<file path="src/rtl/cmd_stream_arbiter_pkg.sv">
// Shared definitions for the command stream arbiter: default data width,
// grant index width and the arbiter state encoding.
package cmd_stream_arbiter_pkg;

    localparam int unsigned DEFAULT_CMD_STREAM_WIDTH = 16;
    localparam int unsigned GRANT_W                  = 3;

    typedef enum logic [1:0] {
        ARB_IDLE = 2'd0,
        ARB_ARB  = 2'd1,
        ARB_XFER = 2'd2
    } arb_state_t;

endpackage

</file>
<file path="src/rtl/cmd_stream_arbiter_axis_skid_buffer.sv">
// Two-entry AXI-Stream skid buffer. Upstream ready depends on occupancy
// only; the head entry is presented downstream and held until accepted.
module axis_skid_buffer #(
    parameter int unsigned WIDTH = 17
) (
    input  logic             aclk,
    input  logic             resetn,
    input  logic             s_valid,
    output logic             s_ready,
    input  logic [WIDTH-1:0] s_data,
    output logic             m_valid,
    input  logic             m_ready,
    output logic [WIDTH-1:0] m_data
);

    logic [WIDTH-1:0] mem [2];
    logic             wr_ptr;
    logic             rd_ptr;
    logic [1:0]       count;
    logic             push;
    logic             pop;

    assign s_ready = (count != 2'd2);
    assign m_valid = (count != 2'd0);
    // Stale entries are masked so tlast reads 0 whenever the buffer is empty.
    assign m_data  = m_valid ? mem[rd_ptr] : '0;
    assign push    = s_valid & s_ready;
    assign pop     = m_valid & m_ready;

    // Storage write for accepted beats.
    always_ff @(posedge aclk) begin
        if (push) begin
            mem[wr_ptr] <= s_data;
        end
    end

    // Pointer and occupancy tracking.
    always_ff @(posedge aclk) begin
        if (!resetn) begin
            wr_ptr <= 1'b0;
            rd_ptr <= 1'b0;
            count  <= 2'd0;
        end else begin
            if (push) begin
                wr_ptr <= ~wr_ptr;
            end
            if (pop) begin
                rd_ptr <= ~rd_ptr;
            end
            case ({push, pop})
                2'b10:   count <= count + 2'd1;
                2'b01:   count <= count - 2'd1;
                default: count <= count;
            endcase
        end
    end

endmodule

</file>
<file path="src/rtl/cmd_stream_arbiter.sv">
// Packet-granular arbiter merging NUM_SRC command streams into one.
// High-class sources beat low-class ones; ties rotate round-robin.
module cmd_stream_arbiter
    import cmd_stream_arbiter_pkg::*;
#(
    parameter int unsigned CMD_STREAM_WIDTH = DEFAULT_CMD_STREAM_WIDTH,
    parameter int unsigned NUM_SRC          = 2
) (
    input  logic                                aclk,
    input  logic                                resetn,
    input  logic [NUM_SRC-1:0]                  s_cmd_axis_tvalid,
    output logic [NUM_SRC-1:0]                  s_cmd_axis_tready,
    input  logic [NUM_SRC-1:0]                  s_cmd_axis_tlast,
    input  logic [NUM_SRC*CMD_STREAM_WIDTH-1:0] s_cmd_axis_tdata,
    input  logic [NUM_SRC-1:0]                  src_high_prio,
    output logic                                m_cmd_axis_tvalid,
    input  logic                                m_cmd_axis_tready,
    output logic                                m_cmd_axis_tlast,
    output logic [CMD_STREAM_WIDTH-1:0]         m_cmd_axis_tdata,
    output logic [2:0]                          dbgGrant,
    output logic                                dbgGrantValid,
    output logic [15:0]                         dbgPacketCount
);

    localparam int unsigned SKID_W = CMD_STREAM_WIDTH + 1;

    arb_state_t                  state;
    logic [GRANT_W-1:0]          grant;
    logic [GRANT_W-1:0]          last_grant;
    logic [15:0]                 pkt_count;
    logic                        skid_ready;
    logic                        any_high;
    logic [NUM_SRC-1:0]          cand;
    logic [GRANT_W:0]            pick;
    logic                        beat;
    logic                        beat_last;
    logic [CMD_STREAM_WIDTH-1:0] beat_data;
    logic [SKID_W-1:0]           skid_out;

    // Returns {found, index}: first requester after 'last', wrapping around.
    function automatic logic [GRANT_W:0] rr_pick(input logic [NUM_SRC-1:0] req,
                                                 input logic [GRANT_W-1:0] last);
        logic [GRANT_W:0] res;
        int unsigned      idx;
        res = '0;
        for (int unsigned k = 1; k <= NUM_SRC; k++) begin
            idx = 32'(last) + k;
            if (idx >= NUM_SRC) begin
                idx = idx - NUM_SRC;
            end
            if (!res[GRANT_W] && (|(req & (NUM_SRC'(1) << idx)))) begin
                res = {1'b1, GRANT_W'(idx)};
            end
        end
        return res;
    endfunction

    // Class filter then round-robin pick among the surviving requesters.
    always_comb begin
        any_high = |(s_cmd_axis_tvalid & src_high_prio);
        cand     = any_high ? (s_cmd_axis_tvalid & src_high_prio) : s_cmd_axis_tvalid;
        pick     = rr_pick(cand, last_grant);
    end

    // Ready depends only on registered state, grant and skid occupancy.
    assign s_cmd_axis_tready = (state == ARB_XFER && skid_ready) ? (NUM_SRC'(1) << grant) : '0;

    // Select the beat of the granted source (at most one ready bit is set).
    always_comb begin
        beat      = 1'b0;
        beat_last = 1'b0;
        beat_data = '0;
        for (int unsigned i = 0; i < NUM_SRC; i++) begin
            if (s_cmd_axis_tready[i] && s_cmd_axis_tvalid[i]) begin
                beat      = 1'b1;
                beat_last = s_cmd_axis_tlast[i];
                beat_data = s_cmd_axis_tdata[i*CMD_STREAM_WIDTH +: CMD_STREAM_WIDTH];
            end
        end
    end

    // Arbitration FSM: grant is held from the first beat through tlast.
    always_ff @(posedge aclk) begin
        if (!resetn) begin
            state      <= ARB_IDLE;
            grant      <= '0;
            last_grant <= GRANT_W'(NUM_SRC - 1);
            pkt_count  <= '0;
        end else begin
            unique case (state)
                ARB_IDLE: begin
                    if (|s_cmd_axis_tvalid) begin
                        state <= ARB_ARB;
                    end
                end
                ARB_ARB: begin
                    if (pick[GRANT_W]) begin
                        grant <= pick[GRANT_W-1:0];
                        state <= ARB_XFER;
                    end else begin
                        state <= ARB_IDLE;
                    end
                end
                ARB_XFER: begin
                    if (beat && beat_last) begin
                        last_grant <= grant;
                        pkt_count  <= pkt_count + 16'd1;
                        state      <= ARB_IDLE;
                    end
                end
                default: state <= ARB_IDLE;
            endcase
        end
    end

    axis_skid_buffer #(
        .WIDTH(SKID_W)
    ) u_skid (
        .aclk    (aclk),
        .resetn  (resetn),
        .s_valid (beat),
        .s_ready (skid_ready),
        .s_data  ({beat_last, beat_data}),
        .m_valid (m_cmd_axis_tvalid),
        .m_ready (m_cmd_axis_tready),
        .m_data  (skid_out)
    );

    assign m_cmd_axis_tlast = skid_out[SKID_W-1];
    assign m_cmd_axis_tdata = skid_out[CMD_STREAM_WIDTH-1:0];
    assign dbgGrant         = grant;
    assign dbgGrantValid    = (state == ARB_XFER);
    assign dbgPacketCount   = pkt_count;

endmodule

</file>
<file path="config.mk">
export PLATFORM = sky130hd
export DESIGN_NAME = cmd_stream_arbiter
export DESIGN_NICKNAME = d
export VERILOG_FILES = /design/src/rtl/cmd_stream_arbiter_pkg.sv /design/src/rtl/cmd_stream_arbiter_axis_skid_buffer.sv /design/src/rtl/cmd_stream_arbiter.sv
export SDC_FILE = /design/constraint.sdc
export NUM_CORES = 1
export LEC_CHECK = 0
export ABC_AREA = 1
export CAP_MARGIN = 20
export CORE_MARGIN = 2
export CORE_UTILIZATION = 49
export CTS_CLUSTER_DIAMETER = 80
export DETAILED_ROUTE_END_ITERATION = 10
export PLACE_DENSITY = 0.85
export SETUP_SLACK_MARGIN = 0.02
export SLEW_MARGIN = 30
export SYNTH_ARGS = -nofsm -noshare
export SYNTH_HDL_FRONTEND = slang
export SYNTH_HIERARCHICAL = 1
export SYNTH_SLANG_ARGS = --single-unit
</file>
<file path="constraint.sdc">
create_clock -name aclk -period 2.75 [get_ports aclk]
set_input_delay 0.55 -clock aclk [delete_from_list [all_inputs] [get_ports aclk]]
set_output_delay 0.55 -clock aclk [all_outputs]
set_load 0.01 [all_outputs]
</file>
-- Word-level counts from Yosys, hierarchy flattened
Memory sizes are Yosys's and may differ from the RTL's. A register that Yosys moved wholly into a read port is not among the register bits.
Cells that the tools add are included.
- bits in registers: 28
- RAM bits: 34
- input bits: 41
- output and inout bits: 40
- word-level logic and storage cells: 72
- memories kept: 1
- add/subtract/negate cells: 7
- order comparisons: 2
- equality and inequality tests: 7
- shift operators: 3
- multiplexer cells: 22
- bitwise gates (word level): 7
- reduce and logical (&&, ||, !) cells: 16
- memories (memory ; words ; bits a word ; read ports ; clocked after Yosys merged registers in ; wr ports ; line ; source):
    u_skid.mem ; 2 ; 17 ; 1 ; 1 ; 1 ; cmd_stream_arbiter_axis_skid_buffer.sv:16 ; logic [WIDTH-1:0] mem [2];
- operators by type and width (cell ; number):
    $mux 32 ; 2
    $shl 1x32->2 const A ; 2
    $mux 16 ; 2
    $mux 17 ; 1
    $add 16x1->16 const B ; 1
    $mux 2 ; 5
    $sub 4x2->5 const B ; 2
    $ge 4x2->1 const B ; 2
    $mux 1 ; 8
    $mux 4 ; 2
    $reduce_or 2->1 ; 4
    $and 2x2->2 ; 3
    $pmux 2 s3 ; 1
    $reduce_and 2->1 ; 3
    $logic_and 1x1->1 ; 5
    $add 3x1->4 const B ; 1
    $add 3x2->4 const B ; 1
    $eq 2x1->1 const B ; 2
    $eq 2x2->1 const B ; 2
    $ne 2x2->1 const B ; 2
    $pmux 2 s2 ; 1
    $reduce_bool 2->1 ; 2
    $shl 1x3->2 const A ; 1
    $add 2x1->2 const B ; 1
    other kinds (6) ; 8

-- Longest topological paths before layout
- word-level depth: 12
- depth in mapped cells: 15
- depth with buffers taken out: 15

-- Modules after synthesis
Netlist, hierarchy kept.
- by module, submodules not included (module ; instances ; cells each ; area an instance (sq um) ; sequential area each (sq um)):
    cmd_stream_arbiter ; 1 ; 274 ; 1710.4 ; 480.5
    axis_skid_buffer ; 1 ; 127 ; 1541.5 ; 1121.1

-- Least setup slack after synthesis
No wires, ideal clock.
- kind: reg2reg
- start point: reg u_skid.count[0]
- end point: mem u_skid.mem[0][0] (enable)
- setup time: 391 ps
- arrival: 2215 ps
- data required time: 2359 ps
- path slack: 144 ps
- stages on the path, launching flop included: 11
- buffers on the path: 1
- clock period less this slack: 2606 ps
- cell sequence: dfxtp_1 -> inv_2 -> nand2_2 -> nand3_1 -> nor4_2 -> and2_1 -> buf_6 -> inv_1 -> nand2_1 -> nand2_4 -> nor2_1
- elaborated cells on any way between the ends: 10
- those cells by class: eq/ne: 1; mux: 5; bitwise: 1; reduce/logical: 3
- RTL lines (what ; line ; source):
    from (decl) ; cmd_stream_arbiter_axis_skid_buffer.sv:19 ; logic [1:0] count;
    from (signal assigned) ; cmd_stream_arbiter_axis_skid_buffer.sv:51 ; 2'b10: count <= count + 2'd1;
    from (signal assigned) ; cmd_stream_arbiter_axis_skid_buffer.sv:52 ; 2'b01: count <= count - 2'd1;
    from (signal assigned) ; cmd_stream_arbiter_axis_skid_buffer.sv:53 ; default: count <= count;
    $ne 2x2->1 ; cmd_stream_arbiter_axis_skid_buffer.sv:23 ; assign s_ready = (count != 2'd2);
    net skid_ready ; cmd_stream_arbiter.sv:31 ; logic skid_ready;
    $logic_and 1x1->1 ; cmd_stream_arbiter.sv:66 ; assign s_cmd_axis_tready = (state == ARB_XFER && skid_ready) ? (NUM_SRC'(1) << grant) : '0;
    $mux 2 ; cmd_stream_arbiter.sv:66 ;
    net s_cmd_axis_tready[1] ; cmd_stream_arbiter.sv:12 ; output logic [NUM_SRC-1:0] s_cmd_axis_tready,
    $logic_and 1x1->1 ; cmd_stream_arbiter.sv:74 ; if (s_cmd_axis_tready[i] && s_cmd_axis_tvalid[i]) begin
    $mux 1 ; cmd_stream_arbiter.sv:74 ;
    net beat ; cmd_stream_arbiter.sv:35 ; logic beat;
    $and 1x1->1 ; cmd_stream_arbiter_axis_skid_buffer.sv:27 ; assign push = s_valid & s_ready;
    $mux 1 ; cmd_stream_arbiter_axis_skid_buffer.sv:32 ; if (push) begin
    $mux 1 (not written as such) ; cmd_stream_arbiter_axis_skid_buffer.sv:33 ; mem[wr_ptr] <= s_data;
    to (decl) ; cmd_stream_arbiter_axis_skid_buffer.sv:16 ;
The timed path passes the listed nets, and every way through them passes these cells.

-- Final worst setup path
- start point: reg u_skid.count[0]
- end point: out s_cmd_axis_tready[0]
- longest elaborated chain between the ends: 3
- ends and longest elaborated chain (what ; line):
    $ne 2x2->1 ; cmd_stream_arbiter_axis_skid_buffer.sv:23
    net skid_ready ; cmd_stream_arbiter.sv:31
    $logic_and 1x1->1 ; cmd_stream_arbiter.sv:66
    $mux 2 ; cmd_stream_arbiter.sv:66
    to (decl) ; cmd_stream_arbiter.sv:12
The timed path passes the listed nets, and every way through them passes these cells.

==> results_dict.tcl <==
set metrics [dict create \
    status "complete, no violations" \
    drt_iter0_drc 143 \
    min_period_over_period_pct 93.4 \
    p_sw_share_pct 24.2 \
    dp_hpwl_um 5480 \
    max_freq_ghz 0.389 \
    final_common_cell "nand2_1" \
    intPower_mw 1.59 \
    ir_worst_vdd_uv 296 \
    diodes 0 \
    first_pass_iters 4 \
    areaGrowthSynthToFinish_pct 31.5 \
    drtAntennaViolNets 0 \
    ys_types 30 \
    synth_top_area_share_pct 31.4 \
    clock_path_buffers 2 \
    hp-class "register to register" \
    clk_latency_ps 340 \
    synth_edf_count 34 \
    cts_hold_buffers 0 \
    r2r_setup_slack_ps 380 \
    synthTopCellsByArea "edfxtp_1, dfxtp_1, nand2_1, a21oi_1, nor2_1" \
    synth-simple-area-share_pct 29.2 \
    wl_met2_um 3810 \
    finalSetupViolCount 0 \
    cts_tree "done" \
    layout_common_cells "nand2_1, clkdlybuf4s50_1, nor2_1, a21oi_1, edfxtp_1" \
    grt_pass1_wl_um 12700 \
    antenna_found_initial 0 \
    clock_sinks 63 \
    whs_path_depth 1 \
    die_w_um 85.5 \
    worstPathArrival_ps 2020 \
    power.clock.fraction_pct 35.8 \
    slowest_delay_ps 610 \
    synth_top_family_by_area "simple AND/OR/NAND/NOR gates" \
    utilization_pct 66.9 \
    viasPerCell 5.12 \
    synth_xor_area_share_pct 3.23 \
    r2r-start "last_grant[0]" \
    power_mw 2.10 \
    synth_warnings 6 \
    min_to "state[0]" \
    critPathSlowestCell "clkdlybuf4s50_1" \
    synth-async-reset-ratio_pct 0 \
    finalCriticalPeriod_ps 2570 \
    required_ps 2200 \
    rows 29 \
    grt_overflow 0 \
    yosys.area_share.adder_pct 3.85 \
    crit_type "register to output port" \
    post_cts_buffers 0 \
    endpoint_kind "output port" \
    worstPathMaxFanout 4 \
    ctsResizeCount 0 \
    hold_violations 0 \
    cts_buffers 9 \
    start_kind "register" \
    grt.total_usage_pct 22.4 \
    clk_pin_slew_ps 60 \
    muxShareOfSynthArea_pct 0 \
    drv_cap 0 \
    met3WireLength_um 501 \
    clockRootBuffer "clkbuf_8" \
    rsz0062_at_grt "no" \
    post_drt_wl_per_cell_um 13.4 \
    synth_area_leader_cell "edfxtp_1" \
    finalMaxSlewViolations 0 \
    layout.nets 537 \
    p_per_area_nw_per_um2 490 \
    dominantRegCellSynth "edfxtp_1" \
    initial_core_util_pct 50.9 \
    syn_inst 401 \
    core-area_sq_um 6390 \
    die_area_sq_um 7300 \
    tightest_slew_ps 509 \
    grt_pass1_vias 2798 \
    syn_nets 452 \
    rr_endpoint "dbgGrant[1]" \
    num_io_pins 81 \
    dr_total_vias 2910 \
    relSlewSlack_pct 66.0 \
    syn_area_sq_um 3250 \
    worst_r2r_path_depth 13 \
    leakagePower_nw 1.80 \
    syn_area_per_cell_sq_um 8.11 \
    fillers 515 \
    htree_levels 3 \
    synth_compound_area_share_pct 7.20 \
    p_seq_share_pct 49.3 \
    drc_errors 0 \
    hold_start "state[0]" \
    grt_max_degree 25 \
    switching_power_mw 0.508 \
    gp_congestion 0.906 \
    top_layer_used "met4" \
    wirelength_um 7630 \
    cp_cell_sequence "inv_2 > nand2_2 > nand3_1 > nor4_2 > clkdlybuf4s50_1" \
    fp.dieH_um 85.5 \
    io_buffers 80 \
    p_comb_share_pct 14.9 \
    synth-seq-cells 63 \
    yosysSeqAreaShare_pct 49.2 \
    drive_gt1_share_pct 7.13 \
    finClkSkew_ps 5.53 \
    worstSetupStartpoint "u_skid/count[0]" \
    wl_met1_um 3180 \
    tns_ps 0 \
]
metrics by stage:
stage / hold WS, ps / cells / setup slack [ps] / instance area, sq um
finish: 451 / 568 / 181 / 4280
global route: 491 / 568 / 33.9 / 4280
CTS: 457 / 568 / 154 / 4280
detailed placement: 447 / 552 / 423 / 4090
global placement: 434 / 552 / 475 / 4090
floorplan: 422 / 401 / 144 / 3250
metal layers:
metal | vias to the layer above | track usage [%]
met5 | - | 0
met4 | 0 | 9.67
met1 | 1342 | 26.3
met2 | 96 | 38.8
met3 | 13 | 5.35
li1 | 1459 | -
cells in the mapped netlist (3+ instances only):
master,n
a21oi_1,36
buf_6,6
dfxtp_1,29
edfxtp_1,34
ha_1,10
inv_1,32
inv_2,4
nand2_1,145
nand2_2,3
nand2_4,3
nand3_1,17
nand4_1,3
nor2_1,37
nor3_1,5
o21ai_0,6
xnor2_1,8
xor2_1,4
registers in the layout (all words and copies together) (netlist names), named ones only:
register	flops
u_skid/count	2
u_skid/wr_ptr	1
last_grant	3
u_skid/rd_ptr	1
dbgGrant	3
u_skid/mem	34
state	2
dbgPacketCount	16
power groups by stage:
stage | Combinational [mW] | Clock, mW | Sequential, mW
finish | 0.312 | 0.751 | 1.03
global route | 0.341 | 0.808 | 1.04
CTS | 0.313 | 0.766 | 1.03
detailed placement | 0.312 | 0 | 1.05
global placement | 0.304 | 0 | 1.05
floorplan | 0.149 | 0 | 1.05
final cells by class:
class,count,area (sq um),share of cell area (%)
Tap cell,77,96.3,2.25
Clock buffer,12,135,3.16
Inverter,36,135,3.16
Clock inverter,4,46.3,1.08
Multi-Input combinational cell,290,1420,33.1
Sequential cell,63,1600,37.5
Timing Repair Buffer,86,846,19.8
critical path: cells and delay by family, from the launching register on:
family        cells  cell delay (ps)
buf+inv           2              700
flops             1              450
simple gates      3              530
worst max path at each step:
| stage | end | cells after the start |
|---|---|---|
| 2_1_floorplan | u_skid/mem[0][0] | 10 |
| 3_3_place_gp | state[1] | 8 |
| 3_5_place_dp | dbgGrant[1] | 12 |
| 4_1_cts | s_cmd_axis_tready[0] | 5 |
| 5_1_grt | s_cmd_axis_tready[1] | 5 |
| 6_report | s_cmd_axis_tready[0] | 5 |
cell families after synthesis:
kind of cell,count (synthesis)
adders and majority gates,10
AOI/OAI and AO/OA,45
and+or+nand+nor,223
xor gates and xnor gates,12
DFF,63
buffers and inverters,48
No activity file was read; power rests on OpenSTA's default activity.
